==> src/rtl/toggle_bank_arb_if.sv <==
// -----------------------------------------------------------------------------
// toggle_bank_arb_if
// Bundles the request/response signals of the toggle bank arbiter.
//   clr_all     : global synchronous clear of the bank
//   req_valid   : per-requester request             (NREQ)
//   req_idx     : per-requester bit index           (NREQ*IDXW, slot i at [i*IDXW +: IDXW])
//   req_clr     : per-requester opcode, 0=toggle 1=clear (NREQ)
//   req_ready   : one-hot completion strobe         (NREQ)
//   q           : toggle bank contents              (NBITS)
//   grant_valid : an operation is being served
//   grant_id    : id of the served requester, 0 when idle (GIDW)
// Modports: master = requester side, slave = arbiter side.
// -----------------------------------------------------------------------------
interface toggle_bank_arb_if #(
   parameter int NREQ  = 4,
   parameter int NBITS = 8
);
   localparam int IDXW = $clog2(NBITS);
   localparam int GIDW = $clog2(NREQ);

   logic                   clr_all;
   logic [NREQ-1:0]        req_valid;
   logic [NREQ*IDXW-1:0]   req_idx;
   logic [NREQ-1:0]        req_clr;
   logic [NREQ-1:0]        req_ready;
   logic [NBITS-1:0]       q;
   logic                   grant_valid;
   logic [GIDW-1:0]        grant_id;

   modport master (
      output clr_all, req_valid, req_idx, req_clr,
      input  req_ready, q, grant_valid, grant_id
   );

   modport slave (
      input  clr_all, req_valid, req_idx, req_clr,
      output req_ready, q, grant_valid, grant_id
   );
endinterface

==> src/rtl/toggle_bank_arb.sv <==
// -----------------------------------------------------------------------------
// toggle_bank_arb
// Round-robin arbiter in front of an NBITS-wide toggle bank. A winner is picked
// in IDLE, its id/idx/opcode are latched, and the bank bit is toggled or
// cleared at the edge that ends SERVE (2 cycles per operation).
//   clk : rising-edge clock
//   rst : synchronous, active-high reset
//   bus : toggle_bank_arb_if.slave (requests in, ready/grant/q out)
// -----------------------------------------------------------------------------
module toggle_bank_arb #(
   parameter int NREQ  = 4,
   parameter int NBITS = 8
) (
   input  logic               clk,
   input  logic               rst,
   toggle_bank_arb_if.slave   bus
);
   localparam int IDXW = $clog2(NBITS);
   localparam int GIDW = $clog2(NREQ);
   localparam logic [GIDW:0]   NREQ_W  = (GIDW+1)'(NREQ);
   localparam logic [GIDW-1:0] LAST_ID = GIDW'(NREQ - 1);

   typedef enum logic {IDLE, SERVE} state_t;

   state_t            state_reg, state_next;
   logic [NBITS-1:0]  q_reg, q_next;
   logic [GIDW-1:0]   rr_ptr_reg, rr_ptr_next;
   logic [GIDW-1:0]   id_reg, id_next;
   logic [IDXW-1:0]   idx_reg, idx_next;
   logic              clr_reg, clr_next;

   // ---------------- round-robin search ----------------
   // Requests are rotated so that rr_ptr sits at bit 0; the lowest set bit of
   // the rotated vector is the offset of the winner from rr_ptr.
   logic [2*NREQ-1:0]           req_dbl;
   logic [NREQ-1:0]             req_rot;
   logic [NREQ-1:0]             first_hit;
   logic [GIDW-1:0][NREQ-1:0]   hit_bit;
   logic [GIDW-1:0]             win_off;
   logic [GIDW:0]               win_sum;
   logic [GIDW-1:0]             win_id;
   logic [IDXW-1:0]             idx_arr [NREQ];

   assign req_dbl = {bus.req_valid, bus.req_valid};
   assign req_rot = NREQ'(req_dbl >> rr_ptr_reg);

   genvar gi, gb;
   generate
      for (gi = 0; gi < NREQ; gi++) begin : g_req
         assign idx_arr[gi] = bus.req_idx[gi*IDXW +: IDXW];

         if (gi == 0) begin : g_first
            assign first_hit[gi] = req_rot[0];
         end else begin : g_rest
            assign first_hit[gi] = req_rot[gi] & ~(|req_rot[gi-1:0]);
         end

         // Binary-encode the one-hot first_hit, one output bit at a time.
         for (gb = 0; gb < GIDW; gb++) begin : g_enc
            if (((gi >> gb) & 1) == 1) begin : g_one
               assign hit_bit[gb][gi] = first_hit[gi];
            end else begin : g_zero
               assign hit_bit[gb][gi] = 1'b0;
            end
         end

         assign bus.req_ready[gi] = (state_reg == SERVE) && (id_reg == GIDW'(gi));
      end

      for (gb = 0; gb < GIDW; gb++) begin : g_off
         assign win_off[gb] = |hit_bit[gb];
      end
   endgenerate

   // Offset back to an absolute id, modulo NREQ (NREQ need not be a power of 2).
   assign win_sum = {1'b0, rr_ptr_reg} + {1'b0, win_off};
   assign win_id  = (win_sum >= NREQ_W) ? GIDW'(win_sum - NREQ_W) : GIDW'(win_sum);

   // ---------------- FSM ----------------
   always_comb begin
      state_next  = state_reg;
      q_next      = q_reg;
      rr_ptr_next = rr_ptr_reg;
      id_next     = id_reg;
      idx_next    = idx_reg;
      clr_next    = clr_reg;

      case (state_reg)
         IDLE: begin
            if (|bus.req_valid) begin
               state_next = SERVE;
               id_next    = win_id;
               idx_next   = idx_arr[win_id];
               clr_next   = bus.req_clr[win_id];
            end
         end
         SERVE: begin
            q_next[idx_reg] = clr_reg ? 1'b0 : ~q_reg[idx_reg];
            rr_ptr_next     = (id_reg == LAST_ID) ? '0 : id_reg + 1'b1;
            state_next      = IDLE;
         end
         default: state_next = IDLE;
      endcase

      // Global clear aborts whatever is in flight; the pointer must not advance.
      if (bus.clr_all) begin
         q_next      = '0;
         rr_ptr_next = rr_ptr_reg;
         state_next  = IDLE;
      end
   end

   always_ff @(posedge clk) begin
      if (rst) begin
         state_reg  <= IDLE;
         q_reg      <= '0;
         rr_ptr_reg <= '0;
         id_reg     <= '0;
         idx_reg    <= '0;
         clr_reg    <= 1'b0;
      end else begin
         state_reg  <= state_next;
         q_reg      <= q_next;
         rr_ptr_reg <= rr_ptr_next;
         id_reg     <= id_next;
         idx_reg    <= idx_next;
         clr_reg    <= clr_next;
      end
   end

   // Outputs come from registered state only.
   assign bus.q           = q_reg;
   assign bus.grant_valid = (state_reg == SERVE);
   assign bus.grant_id    = (state_reg == SERVE) ? id_reg : '0;

endmodule
==> src/flat_wrapper.sv <==
// flat-port wrapper written by rule: the top's interface ports become plain ports
module toggle_bank_arb_flat 
#(
   parameter int NREQ  = 4,
   parameter int NBITS = 8
)
  (clk, rst, bus_clr_all, bus_req_valid, bus_req_idx, bus_req_clr, bus_req_ready, bus_q, bus_grant_valid, bus_grant_id);
  toggle_bank_arb_if #(.NREQ(NREQ), .NBITS(NBITS)) bus_i ();
  input  logic clk;
  input  logic rst;
  input wire logic [$bits(bus_i.clr_all)-1:0] bus_clr_all;
  input wire logic [$bits(bus_i.req_valid)-1:0] bus_req_valid;
  input wire logic [$bits(bus_i.req_idx)-1:0] bus_req_idx;
  input wire logic [$bits(bus_i.req_clr)-1:0] bus_req_clr;
  output wire logic [$bits(bus_i.req_ready)-1:0] bus_req_ready;
  output wire logic [$bits(bus_i.q)-1:0] bus_q;
  output wire logic [$bits(bus_i.grant_valid)-1:0] bus_grant_valid;
  output wire logic [$bits(bus_i.grant_id)-1:0] bus_grant_id;
  assign bus_i.clr_all = bus_clr_all;
  assign bus_i.req_valid = bus_req_valid;
  assign bus_i.req_idx = bus_req_idx;
  assign bus_i.req_clr = bus_req_clr;
  assign bus_req_ready = bus_i.req_ready;
  assign bus_q = bus_i.q;
  assign bus_grant_valid = bus_i.grant_valid;
  assign bus_grant_id = bus_i.grant_id;
  toggle_bank_arb #(.NREQ(NREQ), .NBITS(NBITS)) u_core (.clk(clk), .rst(rst), .bus(bus_i));
endmodule
==> config.mk <==
export PLATFORM = sky130hd
export DESIGN_NAME = toggle_bank_arb_flat
export DESIGN_NICKNAME = d
export VERILOG_FILES = /design/src/rtl/toggle_bank_arb_if.sv /design/src/rtl/toggle_bank_arb.sv /design/src/flat_wrapper.sv
export SDC_FILE = /design/constraint.sdc
export NUM_CORES = 1
export LEC_CHECK = 0
export BUFFER_PORTS_ARGS = -buffer_cell sky130_fd_sc_hd__buf_4
export CAP_MARGIN = 15
export CORE_UTILIZATION = 38
export DETAILED_ROUTE_END_ITERATION = 10
export GPL_ROUTABILITY_DRIVEN = 0
export GPL_TIMING_DRIVEN = 0
export PLACE_DENSITY = 0.75
export SYNTH_ARGS = -nofsm -noshare
export SYNTH_HDL_FRONTEND = slang
export SYNTH_SLANG_ARGS = --single-unit
==> constraint.sdc <==
create_clock -name clk -period 2.5 [get_ports clk]
set_input_delay 0.375 -clock clk [delete_from_list [all_inputs] [get_ports clk]]
set_output_delay 0.375 -clock clk [all_outputs]
set_load 0.05 [all_outputs]
After elaboration in Yosys (flattened, before gate mapping)

Index checks and enable logic that the tools add are counted.

Flip-flop bits (word level): 17
Input port bits: 23
Word-level logic and storage cells: 58

$add $sub $neg: 3
Magnitude comparators: 5
Eq/ne operators: 3
Shift operators: 1
Mux-type cells: 16
Bitwise operators: 10
Reduce and logical (&&, ||, !) cells: 14

Operators with widths:

| cell                                                                                 | count |
|---|---|
| 8-bit bitwise mux                                                                    | 1 |
| 2-bit OR reduction                                                                   | 4 |
| 8-bit by 2-bit right shift with 4-bit output                                         | 1 |
| 3-bit binary-select mux with 2-bit select                                            | 1 |
| 3-bit greater-or-equal comparator (second input constant)                            | 2 |
| 2-bit two-way mux                                                                    | 3 |
| 3-bit two-way mux                                                                    | 2 |
| 1-bit NOT                                                                            | 6 |
| 1-bit logical AND                                                                    | 5 |
| 1-bit two-way mux                                                                    | 5 |
| 2-bit equality test (second input constant)                                          | 2 |
| 3-bit by 4-bit < comparator with 1-bit output (second input constant)                | 1 |
| 2-bit AND reduction                                                                  | 2 |
| 4-bit OR reduction                                                                   | 1 |
| 2-bit by 2-bit adder with 3-bit output                                               | 1 |
| 1-bit AND                                                                            | 3 |
| 1-bit binary-select mux with 3-bit select                                            | 1 |
| 1-bit demux with 3-bit select                                                        | 1 |
| 3-bit by 1-bit greater-or-equal comparator with 1-bit output (second input constant) | 1 |
| 2-bit by 3-bit < comparator with 1-bit output (second input constant)                | 1 |
| 2-bit NOT with 3-bit output                                                          | 1 |
| 3-bit OR reduction                                                                   | 1 |
| 2-bit by 1-bit adder with 2-bit output (second input constant)                       | 1 |
| 1-bit binary-select mux with 2-bit select                                            | 1 |
| other kinds (4)                                                                      | 4 |

Depth between registers and ports, before layout

Gate-level depths: netlist (run 1).

Word-level depth: 12
Mapped depth: 10
Depth with buffers taken out: 10

Worst setup path after synthesis (run 1)

No wires, ideal clock.

Path kind: input to register
Start point: input bus_req_valid[2]
End point: register u_core.idx_reg[0]
Library setup time: 0.117 ns
Arrival: 2.373 ns
Data required time: 2.383 ns
Slack: 0.011 ns
Cell stages on the path: 8
Path buffers: 2
Cell sequence: buf_6 > or4_1 > o211ai_1 > ha_1 > buf_1 > mux2_2 > a221o_1 > a22o_1

Cells in the longest elaborated chain, start to end: 12
Elaborated cells on any way between the ends: 21
Classes of those cells: 2 x add/sub; 1 x order compare; 1 x shift; 4 x mux; 7 x bitwise; 6 x reduce/logical

Ends and longest elaborated chain:

| item                                                                                             | line                   | source |
|---|---|---|
| start, declared                                                                                  | flat_wrapper.sv:12     | `input wire logic [$bits(bus_i.req_valid)-1:0] bus_req_valid;` |
| 8-bit by 2-bit right shift with 4-bit output *                                                   | toggle_bank_arb.sv:45  | `assign req_rot = NREQ'(req_dbl >> rr_ptr_reg);` |
| 3-bit OR reduction or 2-bit OR reduction (tied branches)                                         | toggle_bank_arb.sv:55  | `assign first_hit[gi] = req_rot[gi] & ~(\|req_rot[gi-1:0]);` |
| 1-bit NOT                                                                                        | toggle_bank_arb.sv:55  |  |
| 1-bit AND                                                                                        | toggle_bank_arb.sv:55  |  |
| 2-bit OR reduction                                                                               | toggle_bank_arb.sv:71  | `assign win_off[gb] = \|hit_bit[gb];` |
| 2-bit by 2-bit adder with 3-bit output *                                                         | toggle_bank_arb.sv:76  | `assign win_sum = {1'b0, rr_ptr_reg} + {1'b0, win_off};` |
| 3-bit greater-or-equal comparator or 2-bit by 1-bit subtractor with 2-bit output (tied branches) | toggle_bank_arb.sv:77  | `assign win_id = (win_sum >= NREQ_W) ? GIDW'(win_sum - NREQ_W) : GIDW'(win_sum);` |
| 2-bit two-way mux *                                                                              | toggle_bank_arb.sv:77  |  |
| net u_core.win_id[0]                                                                             | toggle_bank_arb.sv:41  | `logic [GIDW-1:0] win_id;` |
| 2-bit NOT with 3-bit output (not written as such) *                                              | toggle_bank_arb.sv:93  | `idx_next = idx_arr[win_id];` |
| 3-bit binary-select mux with 2-bit select *                                                      | toggle_bank_arb.sv:93  |  |
| 3-bit two-way mux (not written as such) * (2 in a row)                                           | toggle_bank_arb.sv:93  |  |
| end signal, assigned                                                                             | toggle_bank_arb.sv:126 | `idx_reg <= idx_next;` |
| end, declared                                                                                    | toggle_bank_arb.sv:29  | `logic [IDXW-1:0] idx_reg, idx_next;` |

The timed path passes the listed nets; every way through them passes the cells marked *. The select of a mux whose other input is x is not followed.
A chain may end at the register's enable or synchronous reset.

Worst setup path after layout (run 1)

Start point: register u_core.rr_ptr_reg[0]
End point: register u_core.idx_reg[0]

Cells in the longest elaborated chain, start to end: 12
Elaborated cells on any way between the ends: 19
Classes of those cells: 2 x add/sub; 1 x order compare; 1 x shift; 4 x mux; 7 x bitwise; 4 x reduce/logical

Ends and longest elaborated chain:

| item                                                                                             | line                   | source |
|---|---|---|
| start, declared                                                                                  | toggle_bank_arb.sv:27  | `logic [GIDW-1:0] rr_ptr_reg, rr_ptr_next;` |
| start signal, assigned                                                                           | toggle_bank_arb.sv:124 | `rr_ptr_reg <= rr_ptr_next;` |
| 8-bit by 2-bit right shift with 4-bit output                                                     | toggle_bank_arb.sv:45  |  |
| 3-bit OR reduction or 2-bit OR reduction (tied branches)                                         | toggle_bank_arb.sv:55  |  |
| 1-bit NOT                                                                                        | toggle_bank_arb.sv:55  |  |
| 1-bit AND                                                                                        | toggle_bank_arb.sv:55  |  |
| 2-bit OR reduction                                                                               | toggle_bank_arb.sv:71  |  |
| 2-bit by 2-bit adder with 3-bit output *                                                         | toggle_bank_arb.sv:76  |  |
| 3-bit greater-or-equal comparator or 2-bit by 1-bit subtractor with 2-bit output (tied branches) | toggle_bank_arb.sv:77  |  |
| 2-bit two-way mux *                                                                              | toggle_bank_arb.sv:77  |  |
| net u_core.win_id[0]                                                                             | toggle_bank_arb.sv:41  |  |
| 2-bit NOT with 3-bit output (not written as such) *                                              | toggle_bank_arb.sv:93  |  |
| 3-bit binary-select mux with 2-bit select *                                                      | toggle_bank_arb.sv:93  |  |
| 3-bit two-way mux (not written as such) * (2 in a row)                                           | toggle_bank_arb.sv:93  |  |

Marks and branches as above.

==> results.toml, run 1 <==
[floorplan]
start_util_pct = 40.20
core_area_um2 = 3078
fp.dieH_um = 59.07
design.die.area_um2 = 3489
pin_count = 38
rows = 20
chipWidth_um = 59.07

[critical_path]
r2r-start = "u_core.rr_ptr_reg[0]"
reg2reg_slack_ps = 90
rr_worst_depth = 7
r2r_end = "u_core.idx_reg[0]"
cp_data_arrival_time_ps = 2610
path_max_fanout = 10
crit_required_ps = 2700
startpoint_type = "register"
crit_type = "register to register"
endpoint_kind = "register"

[detailed_routing]
routed_wl_um = 2722
dr_total_vias = 1168
wl_per_cell_um = 12.32
drcViolationCount = 0
detail-route-antenna-nets = 0
drt-initial-drc-count = 26
firstDrtPassIters = 4
via_per_inst = 5.285

[sta]
tightest_slew_ps = 496.1
fmax_ghz = 0.4146
fin_crit_sh_pct = 96.47
setup_viol = 0
max-slew-margin-rel_pct = 66.68
grt_setup_unrepaired = "false"
clock_skew_ps = 13.73
min_period_ps = 2412
hold_violations = 0
drv_slew = 0

[grt]
grtUsageMet2_pct = 31.82
grt-ovfl-total = 0
use_met3_pct = 2.402
grt_usage_pct = 16.09
grt_max_degree = 11
grt_pass1_vias = 1089
grt_pass1_wl_um = 4347
antenna_found_initial = 0
grt_use_met1_pct = 17.07
busiest_layer = "met2"

[placed_design]
numPortBuffers = 34
dp_hpwl_um = 2077

[cts]
path_clk_slew_ps = 100
cts.sinks = 17
cts_buffers = 3
ctsHtreeMaxLevel = 1
cts_tree = "yes"
root_buffer = "clkbuf_4"
clk_latency_ps = 310
cts_buffer_depth = 2
holdBufCountCts = 0

[power]
switching_share_pct = 34.06
pwr-share-comb_pct = 34.5
total_power_w = 0.0007165
ir_worst_vdd_mv = 0.2097
power_frac_clock_pct = 21.9
leakage_nw = 0.6418
power_density_nw_per_um2 = 448.1
p_int_w = 0.0004724
power_frac_seq_pct = 43.7
switching_power_w = 0.0002440

[synth]
syn_inst = 139
netlist_area_um2 = 1237
yosys_warnings = 0
synth_area_per_cell_um2 = 8.902
yosysSeqAreaShare_pct = 27.50
yosys.cell_types.count = 38
synth_seq_cells = 17
syn_nets = 167

[layout]
diodes = 0
nNetsFinal = 206
drive_gt1_share_pct = 34.46
largest_reg_flops = 8
utilization_pct = 51.95
num-fill-cells = 291
syn2layout_area_growth_pct = 29.22

[min_path]
hold_path_class = "input port to register"
whs_path_depth = 3
hold_path_end = "u_core.bus.grant_valid"
min_from = "bus_req_valid[2]"

[status]
outcome = "completed"

[run]
drv_cap = 0
[routing by layer]
layer,up-vias,part of all wire (%)
li1,580,-
met1,549,42
met2,34,53
met3,5,4.2
met4,0,1.5
met5,-,0
[layout make-up]
type	count	area [um2]	share of cell area (%)
Buffer	10	55.05	3.443
Clock buffer	3	22.52	1.408
Clock inverter	1	5.005	0.3130
Inverter	4	15.01	0.9390
Multi-Input combinational cell	107	838.3	52.43
Sequential cell	17	341.6	21.36
Tap cell	44	55.05	3.443
Timing Repair Buffer	35	266.5	16.67
[worst max-delay path, cell delays in order (launching register included)]
cell	delay [ps]
dfxtp_2	350
buf_4	160
or4_1	520
o211ai_1	160
ha_4	250
mux2_2	360
a221o_1	350
a22o_1	170
[synthesized netlist by cell type]
library cell,instances,area share [%]
a22o_1,4,2.8
o211ai_1,2,1.2
ha_1,5,5.1
xor2_1,1,0.71
buf_1,1,0.30
nand3_1,1,0.40
a32o_1,1,0.81
mux2i_1,7,5.7
a311oi_1,1,0.71
a22oi_1,4,2.4
nor4b_4,1,1.9
nand4_1,1,0.51
o311a_1,1,0.81
a221o_1,4,3.2
nor2b_1,1,0.51
nor2_1,23,7.0
mux4_2,2,3.6
a211oi_1,1,0.61
o32ai_1,2,1.4
dfxtp_1,17,28
o21ai_0,1,0.40
buf_6,1,0.91
nor3b_1,2,1.2
mux2_2,8,7.3
xnor2_2,1,1.3
and2_1,6,3.0
nand2_1,7,2.1
or4_1,1,0.61
buf_4,1,0.61
a21oi_1,4,1.6
nand4b_1,2,1.4
inv_1,4,1.2
nor3_1,7,2.8
buf_2,3,1.2
nand2b_1,3,1.5
nor4_4,2,3.4
or2_2,1,0.51
clkbuf_1,5,1.5
[power groups by stage]
stage / Combinational (W) / Clock [W] / Sequential, W
finish: 0.000247 / 0.000157 / 0.000313
detailed placement: 0.000237 / 0 / 0.000319
global placement: 0.000231 / 0 / 0.000318
global route: 0.000270 / 0.000164 / 0.000316
CTS: 0.000240 / 0.000156 / 0.000312
floorplan: 0.000170 / 0 / 0.000320
[cell usage in the layout, fill, tap and decap left out, types with 2 or more instances in the layout]
master,count
o32ai_1,2
mux2i_1,7
clkbuf_4,3
nand4b_1,2
buf_2,2
a22o_1,4
buf_4,36
inv_1,4
mux4_2,2
nor2_1,23
ha_1,4
nor3b_1,2
nor4_4,2
clkbuf_1,5
a21oi_1,4
nand2b_1,3
buf_6,2
a22oi_1,4
nor3_1,7
o211ai_1,2
dfxtp_1,16
a221o_1,4
and2_1,6
nand2_1,7
mux2_2,8
[cells by family (layout without fill, tap and decap cells)]
| logic type | after synthesis | after routing | share of synthesized area [%] |
|---|---|---|---|
| flops | 17 | 17 | 27.50 |
| simple gates | 58 | 58 | 27.00 |
| compound gates | 25 | 25 | 16.08 |
| buf+inv | 15 | 53 | 5.763 |
| fa+ha+maj | 5 | 5 | 5.056 |
| xor+xnor | 2 | 2 | 2.023 |
| mux | 17 | 17 | 16.58 |
[what timing repair did]
| action | CTS | global route |
|---|---|---|
| setup buffers | 0 | 2 |
| cloned | 0 | 0 |
| hold endpoints to repair | 0 | 0 |
| gates resized for setup | 1 | 5 |
| pin swaps | 0 | 1 |
| endpoints found under the setup margin | 4 | 4 |
[metrics by stage]
stage	area [um2]	setup WS [ps]	instances	hold WS, ps	setup TNS, ps
final	1599	88.23	221	421.8	0
after floorplan	1237	10.53	139	508.4	0
after global placement	1548	-195.0	217	502.7	-690.1
after global routing	1599	2.539	221	434.9	0
after CTS	1574	6.908	220	428.2	0
after detailed placement	1548	-219.2	217	514.5	-795.1
[worst max-delay path by stage]
| stage | startpoint | end | slack, ps | cells after the start |
|---|---|---|---|---|
| 5_1_grt | u_core.rr_ptr_reg[0] | u_core.idx_reg[1] | 3 | 7 |
| 6_report | u_core.rr_ptr_reg[0] | u_core.idx_reg[0] | 90 | 7 |
| 3_5_place_dp | bus_req_valid[1] | u_core.idx_reg[2] | -220 | 10 |
| 3_3_place_gp | bus_req_valid[1] | u_core.idx_reg[2] | -190 | 10 |
| 4_1_cts | u_core.rr_ptr_reg[0] | u_core.idx_reg[0] | 7 | 8 |
| 2_1_floorplan | bus_req_valid[2] | u_core.idx_reg[0] | 10 | 8 |
No activity file was read; power rests on OpenSTA's default activity.
==> run 2: changes to the inputs <==
--- a/config.mk
+++ b/config.mk
@@ -7,11 +7,11 @@
 export LEC_CHECK = 0
 export BUFFER_PORTS_ARGS = -buffer_cell sky130_fd_sc_hd__buf_4
 export CAP_MARGIN = 15
-export CORE_UTILIZATION = 38
+export CORE_UTILIZATION = 46
 export DETAILED_ROUTE_END_ITERATION = 10
 export GPL_ROUTABILITY_DRIVEN = 0
 export GPL_TIMING_DRIVEN = 0
-export PLACE_DENSITY = 0.75
+export PLACE_DENSITY = 0.86
 export SYNTH_ARGS = -nofsm -noshare
 export SYNTH_HDL_FRONTEND = slang
 export SYNTH_SLANG_ARGS = --single-unit
==> run 2 against run 1 <==
Compared with the run above: combinational power grew 6%; count of clock-buffer cells in the layout increased by 1; hold slack improved by 34 ps; core utilization up 12 points; first-iteration DRC count is 27% lower; critical path type unchanged.
==> results.toml, run 2 (same netlist as run 1, synthesis figures left out) <==
[sta]
drv_slew = 0
grt_setup_unrepaired = "false"
hold_slack_ps = 455.4
min_period_ps = 2361
clock_skew_ps = 1.196
hold_violations = 0
finalSetupTns_ps = 0
fmax_ghz = 0.4235
fin_crit_sh_pct = 94.46
setup_viol = 0
max-slew-margin-rel_pct = 66.78
tightest_slew_ps = 494.6

[layout]
largest_reg_flops = 8
diodes = 0
layout_commonest_cell = "buf_4"
final_cell_mix = "buf_4, nor2_1, dfxtp_1"
num-fill-cells = 221
seq_area_um2 = 344.1
multi_input_area_um2 = 842.1
drive_gt1_share_pct = 35.20
syn2layout_area_growth_pct = 30.13
nNetsFinal = 208
final_area_um2 = 1610

[floorplan]
core_area_um2 = 2500
fp.dieH_um = 53.87
start_util_pct = 49.50
pin_count = 38
chipWidth_um = 53.87
rows = 18
design.die.area_um2 = 2901

[detailed_routing]
drt-initial-drc-count = 19
firstDrtPassIters = 4
drcViolationCount = 0
via_per_inst = 5.679
dr_total_vias = 1187
detail-route-antenna-nets = 0
routed_wl_um = 2773
wl_per_cell_um = 13.27

[min_path]
hold_path_class = "input port to register"

[power]
power_density_nw_per_um2 = 452.5
leakage_nw = 0.6546
power_frac_clock_pct = 21.0
pwr-share-comb_pct = 35.9
total_power_w = 0.0007286
switching_share_pct = 33.41
power_frac_seq_pct = 43.1
switching_power_w = 0.0002434
p_int_w = 0.0004852
ir_worst_vdd_mv = 0.2824

[critical_path]
cp_data_arrival_time_ps = 2560
crit_required_ps = 2700
reg2reg_slack_ps = 140
cp_slowest_cell = "or4_4"
slowest_delay_ps = 530
crit_type = "register to register"
crit_chain = "or4_4 -> o211ai_1 -> ha_4 -> buf_4 -> mux2_2 -> a221o_1 -> a22o_1"
path_max_fanout = 12
startpoint_type = "register"
endpoint_kind = "register"

[grt]
grt_pass1_vias = 1038
antenna_found_initial = 0
grt_usage_pct = 21.15
grt_use_met1_pct = 26.57
use_met3_pct = 1.977
grtUsageMet2_pct = 35.39
busiest_layer = "met2"
grt_max_degree = 11
grt_pass1_wl_um = 4478
grt-ovfl-total = 0

[run]
drv_cap = 0

[cts]
cts.sinks = 17
clk_latency_ps = 290
cts_tree = "yes"
path_clk_slew_ps = 100
holdBufCountCts = 0
ctsHtreeMaxLevel = 1
cts_buffers = 3
cts_buffer_depth = 2
root_buffer = "clkbuf_4"

[placed_design]
dpl-instance-area_um2 = 1530
dp_hpwl_um = 2083
numPortBuffers = 34

[status]
outcome = "completed"
-- run 2: cell count changes in the layout (fill, tap and decap cells not counted), sizes merged --
cell,change
buf,+2
clkinv,-1
clkbuf,+1
-- run 2: worst paths after layout --
check	startpoint	end	depth (start not counted)
max	u_core.rr_ptr_reg[0]	u_core.idx_reg[2]	7
min	bus_clr_all	u_core.rr_ptr_reg[1]	4
max reg2reg	u_core.rr_ptr_reg[0]	u_core.idx_reg[2]	7
min reg2reg	u_core.bus.q[1]	u_core.bus.q[1]	2
-- run 2: area by class of cell --
| class | count | area share [%] |
|---|---|---|
| well taps | 30 | 2.331 |
| clock buffers | 4 | 1.632 |
| flip-flops and latches | 17 | 21.37 |
| multi-input cells | 107 | 52.29 |
| plain buffers | 9 | 2.953 |
| repair buffers | 38 | 18.49 |
| inverters | 4 | 0.9324 |
-- run 2: critical path: cells and delay by family (launching register included) --
kind	cells	cell delay, ps
multiplexers	1	280
flip-flops	1	400
AO/OA/AOI/OAI	3	630
buffers and inverters	1	150
adder cells (fa/ha/maj)	1	260
AND/OR/NAND/NOR	1	530
-- run 2: routing by layer --
layer	routed length (um)	share of wire [%]
met3	151	5.4
met2	1350	49
met5	0	0
met1	1230	44
met4	40	1.4
-- run 2: power by group through the flow --
stage	Sequential [W]	Combinational [W]	Clock (W)
floorplan	0.000320	0.000170	0
global placement	0.000317	0.000229	0
detailed placement	0.000319	0.000238	0
CTS	0.000313	0.000245	0.000154
global route	0.000318	0.000287	0.000164
finish	0.000314	0.000261	0.000153
-- run 2: stage by stage --
| stage | instances | util [%] | worst slack, ps |
|---|---|---|---|
| floorplan | 139 | - | 10.53 |
| global placement | 203 | 61.21 | -173.5 |
| detailed placement | 203 | 61.21 | -246.4 |
| CTS | 206 | 62.71 | 13.76 |
| global route | 209 | 64.41 | 60.32 |
| finish | 209 | 64.41 | 138.6 |
-- run 2: what timing repair did --
| item | CTS | global route |
|---|---|---|
| buffers inserted | 0 | 4 |
| gates resized for setup | 3 | 5 |
| pin swaps | 0 | 5 |
| setup endpoints to repair | 4 | 4 |
| cloned | 0 | 0 |
==> run 3: changes to the inputs <==
--- a/config.mk
+++ b/config.mk
@@ -7,11 +7,12 @@
 export LEC_CHECK = 0
 export BUFFER_PORTS_ARGS = -buffer_cell sky130_fd_sc_hd__buf_4
 export CAP_MARGIN = 15
-export CORE_UTILIZATION = 46
+export CORE_UTILIZATION = 45
+export CTS_BUF_LIST = sky130_fd_sc_hd__clkbuf_8
 export DETAILED_ROUTE_END_ITERATION = 10
 export GPL_ROUTABILITY_DRIVEN = 0
 export GPL_TIMING_DRIVEN = 0
-export PLACE_DENSITY = 0.86
+export PLACE_DENSITY = 0.84
 export SYNTH_ARGS = -nofsm -noshare
 export SYNTH_HDL_FRONTEND = slang
 export SYNTH_SLANG_ARGS = --single-unit
==> run 3 against run 2 <==
Compared with the run above: setup slack got worse by 86 ps; register-to-register slack worse by 90 ps; sequential power barely moved; final area rose by 4.3%; non-clock buffer count grew 6; core utilization rose by 1.6 points; die area increased by 2.1%; critical endpoint unchanged; largest cell class unchanged; largest power group unchanged; highest routed layer unchanged.
==> results.toml, run 3 (same netlist as run 1, synthesis figures left out) <==
[layout]
final_cell_mix = "buf_4, nor2_1, dfxtp_1"
diodes = 0
final_area_um2 = 1679
num-fill-cells = 222
nNetsFinal = 214
drive_gt1_share_pct = 37.30
syn2layout_area_growth_pct = 35.69
largest_reg_flops = 8
layout_commonest_cell = "buf_4"

[detailed_routing]
drt-initial-drc-count = 14
via_per_inst = 5.558
drcViolationCount = 0
dr_total_vias = 1195
firstDrtPassIters = 4
detail-route-antenna-nets = 0
wl_per_cell_um = 14.54
routed_wl_um = 3126

[grt]
grt-ovfl-total = 0
antenna_found_initial = 0
grt_pass1_vias = 1132
grt_max_degree = 11
grt_usage_pct = 21.80
grt_pass1_wl_um = 4698

[critical_path]
crit_chain = "buf_6 -> or4_4 -> o211ai_1 -> ha_4 -> buf_4 -> mux2_2 -> a221o_1 -> a22o_1"
r2r_end = "u_core.idx_reg[2]"
path_max_fanout = 6
rr_worst_depth = 8
slowest_delay_ps = 500
cp_data_arrival_time_ps = 2600
crit_type = "register to register"
crit_required_ps = 2650
r2r-start = "u_core.rr_ptr_reg[0]"
startpoint_type = "register"
endpoint_kind = "register"
reg2reg_slack_ps = 50
cp_slowest_cell = "or4_4"

[sta]
clock_skew_ps = 2.556
tightest_slew_ps = 507.2
max-slew-margin-rel_pct = 65.93
hold_slack_ps = 475.3
finalSetupTns_ps = 0
fmax_ghz = 0.4086
fin_crit_sh_pct = 97.90
min_period_ps = 2447
drv_slew = 0
setup_viol = 0
hold_violations = 0

[floorplan]
core_area_um2 = 2545
design.die.area_um2 = 2964
pin_count = 38
fp.dieH_um = 54.44
rows = 18
chipWidth_um = 54.44
start_util_pct = 48.62

[cts]
cts.sinks = 17
clk_latency_ps = 250
cts_buffer_depth = 2
path_clk_slew_ps = 70
ctsHtreeMaxLevel = 1
cts_buffers = 3
root_buffer = "clkbuf_8"
cts_tree = "yes"

[power]
power_frac_clock_pct = 26.6
switching_share_pct = 32.83
ir_worst_vdd_mv = 0.3409
leakage_nw = 0.7131
power_density_nw_per_um2 = 479.7
p_int_w = 0.0005411
switching_power_w = 0.0002644
pwr-share-comb_pct = 34.6
power_frac_seq_pct = 38.8

[status]
outcome = "completed"

[min_path]
min_from = "bus_req_valid[3]"
whs_path_depth = 3
hold_path_end = "u_core.bus.grant_valid"
hold_path_class = "input port to register"

[placed_design]
dpl-instance-area_um2 = 1530
dp_hpwl_um = 2287
numPortBuffers = 34

[run]
drv_cap = 0
==> run 3: cell types whose count changed in the layout (fill, tap and decap cells not counted), moves of 2 or more <==
cell	delta
buf_4	+4
clkbuf_8	+3
clkbuf_4	-3
buf_6	+2
==> run 3: cell type report <==
class / count / area [um2] / share of cell area (%)
clock inverter: 1 / 5.005 / 0.2981
tap: 30 / 37.54 / 2.235
multi-input combinational: 107 / 845.8 / 50.37
buffer: 10 / 58.81 / 3.502
clock buffer: 3 / 41.29 / 2.459
sequential: 17 / 344.1 / 20.49
timing repair buffer: 43 / 331.6 / 19.75
inverter: 4 / 15.01 / 0.8942
==> run 3: worst max-delay path: cells and delay by family (launching register included) <==
family / cells / cell delay [ps]
buffers and inverters: 2 / 260
multiplexers: 1 / 280
flip-flops: 1 / 350
AND/OR/NAND/NOR: 1 / 500
AO/OA/AOI/OAI: 3 / 690
adder cells (fa/ha/maj): 1 / 270
==> run 3: power by group through the flow <==
stage / clock network, W / logic, W / registers (W)
global route: 0.000227 / 0.000302 / 0.000316
finish: 0.000214 / 0.000279 / 0.000312
CTS: 0.000211 / 0.000249 / 0.000313
floorplan: 0 / 0.000170 / 0.000320
detailed placement: 0 / 0.000243 / 0.000319
global placement: 0 / 0.000231 / 0.000317
==> run 3: how the worst max path moves through the flow <==
| stage | start | to | slack, ps | depth (start not counted) |
|---|---|---|---|---|
| 3_5_place_dp | bus_req_valid[1] | u_core.idx_reg[2] | -240 | 10 |
| 3_3_place_gp | bus_req_valid[1] | u_core.idx_reg[2] | -170 | 10 |
| 6_report | u_core.rr_ptr_reg[0] | u_core.idx_reg[2] | 50 | 8 |
| 4_1_cts | u_core.rr_ptr_reg[0] | u_core.idx_reg[2] | 50 | 8 |
| 2_1_floorplan | bus_req_valid[2] | u_core.idx_reg[0] | 10 | 8 |
| 5_1_grt | u_core.rr_ptr_reg[0] | u_core.idx_reg[0] | -5 | 8 |
==> run 3: routing by layer <==
| metal | global-route usage, % | share of wire (%) | up-vias |
|---|---|---|---|
| met1 | 26.72 | 44 | 563 |
| met2 | 38.62 | 52 | 31 |
| li1 | - | - | 599 |
| met4 | 8.974 | 0.61 | 0 |
| met5 | 0 | 0 | - |
| met3 | 1.944 | 3.0 | 2 |
==> run 3: per-stage QoR <==
step / cells / total power (W) / setup slack, ps / utilization (%)
final: 215 / 0.0008055 / 52.60 / 65.98
after global routing: 215 / 0.0008451 / -5.200 / 65.98
after CTS: 206 / 0.0007725 / 48.72 / 62.39
after detailed placement: 203 / 0.0005613 / -243.1 / 60.13
after global placement: 203 / 0.0005471 / -172.2 / 60.13
after floorplan: 139 / 0.0004900 / 10.53 / -
==> run 3: timing repair <==
action,CTS,global route
gates resized for setup,3,8
pin swaps,0,5
setup buffers,0,9
hold endpoints to repair,0,0
setup endpoints to repair,4,4
hold buffers,0,0
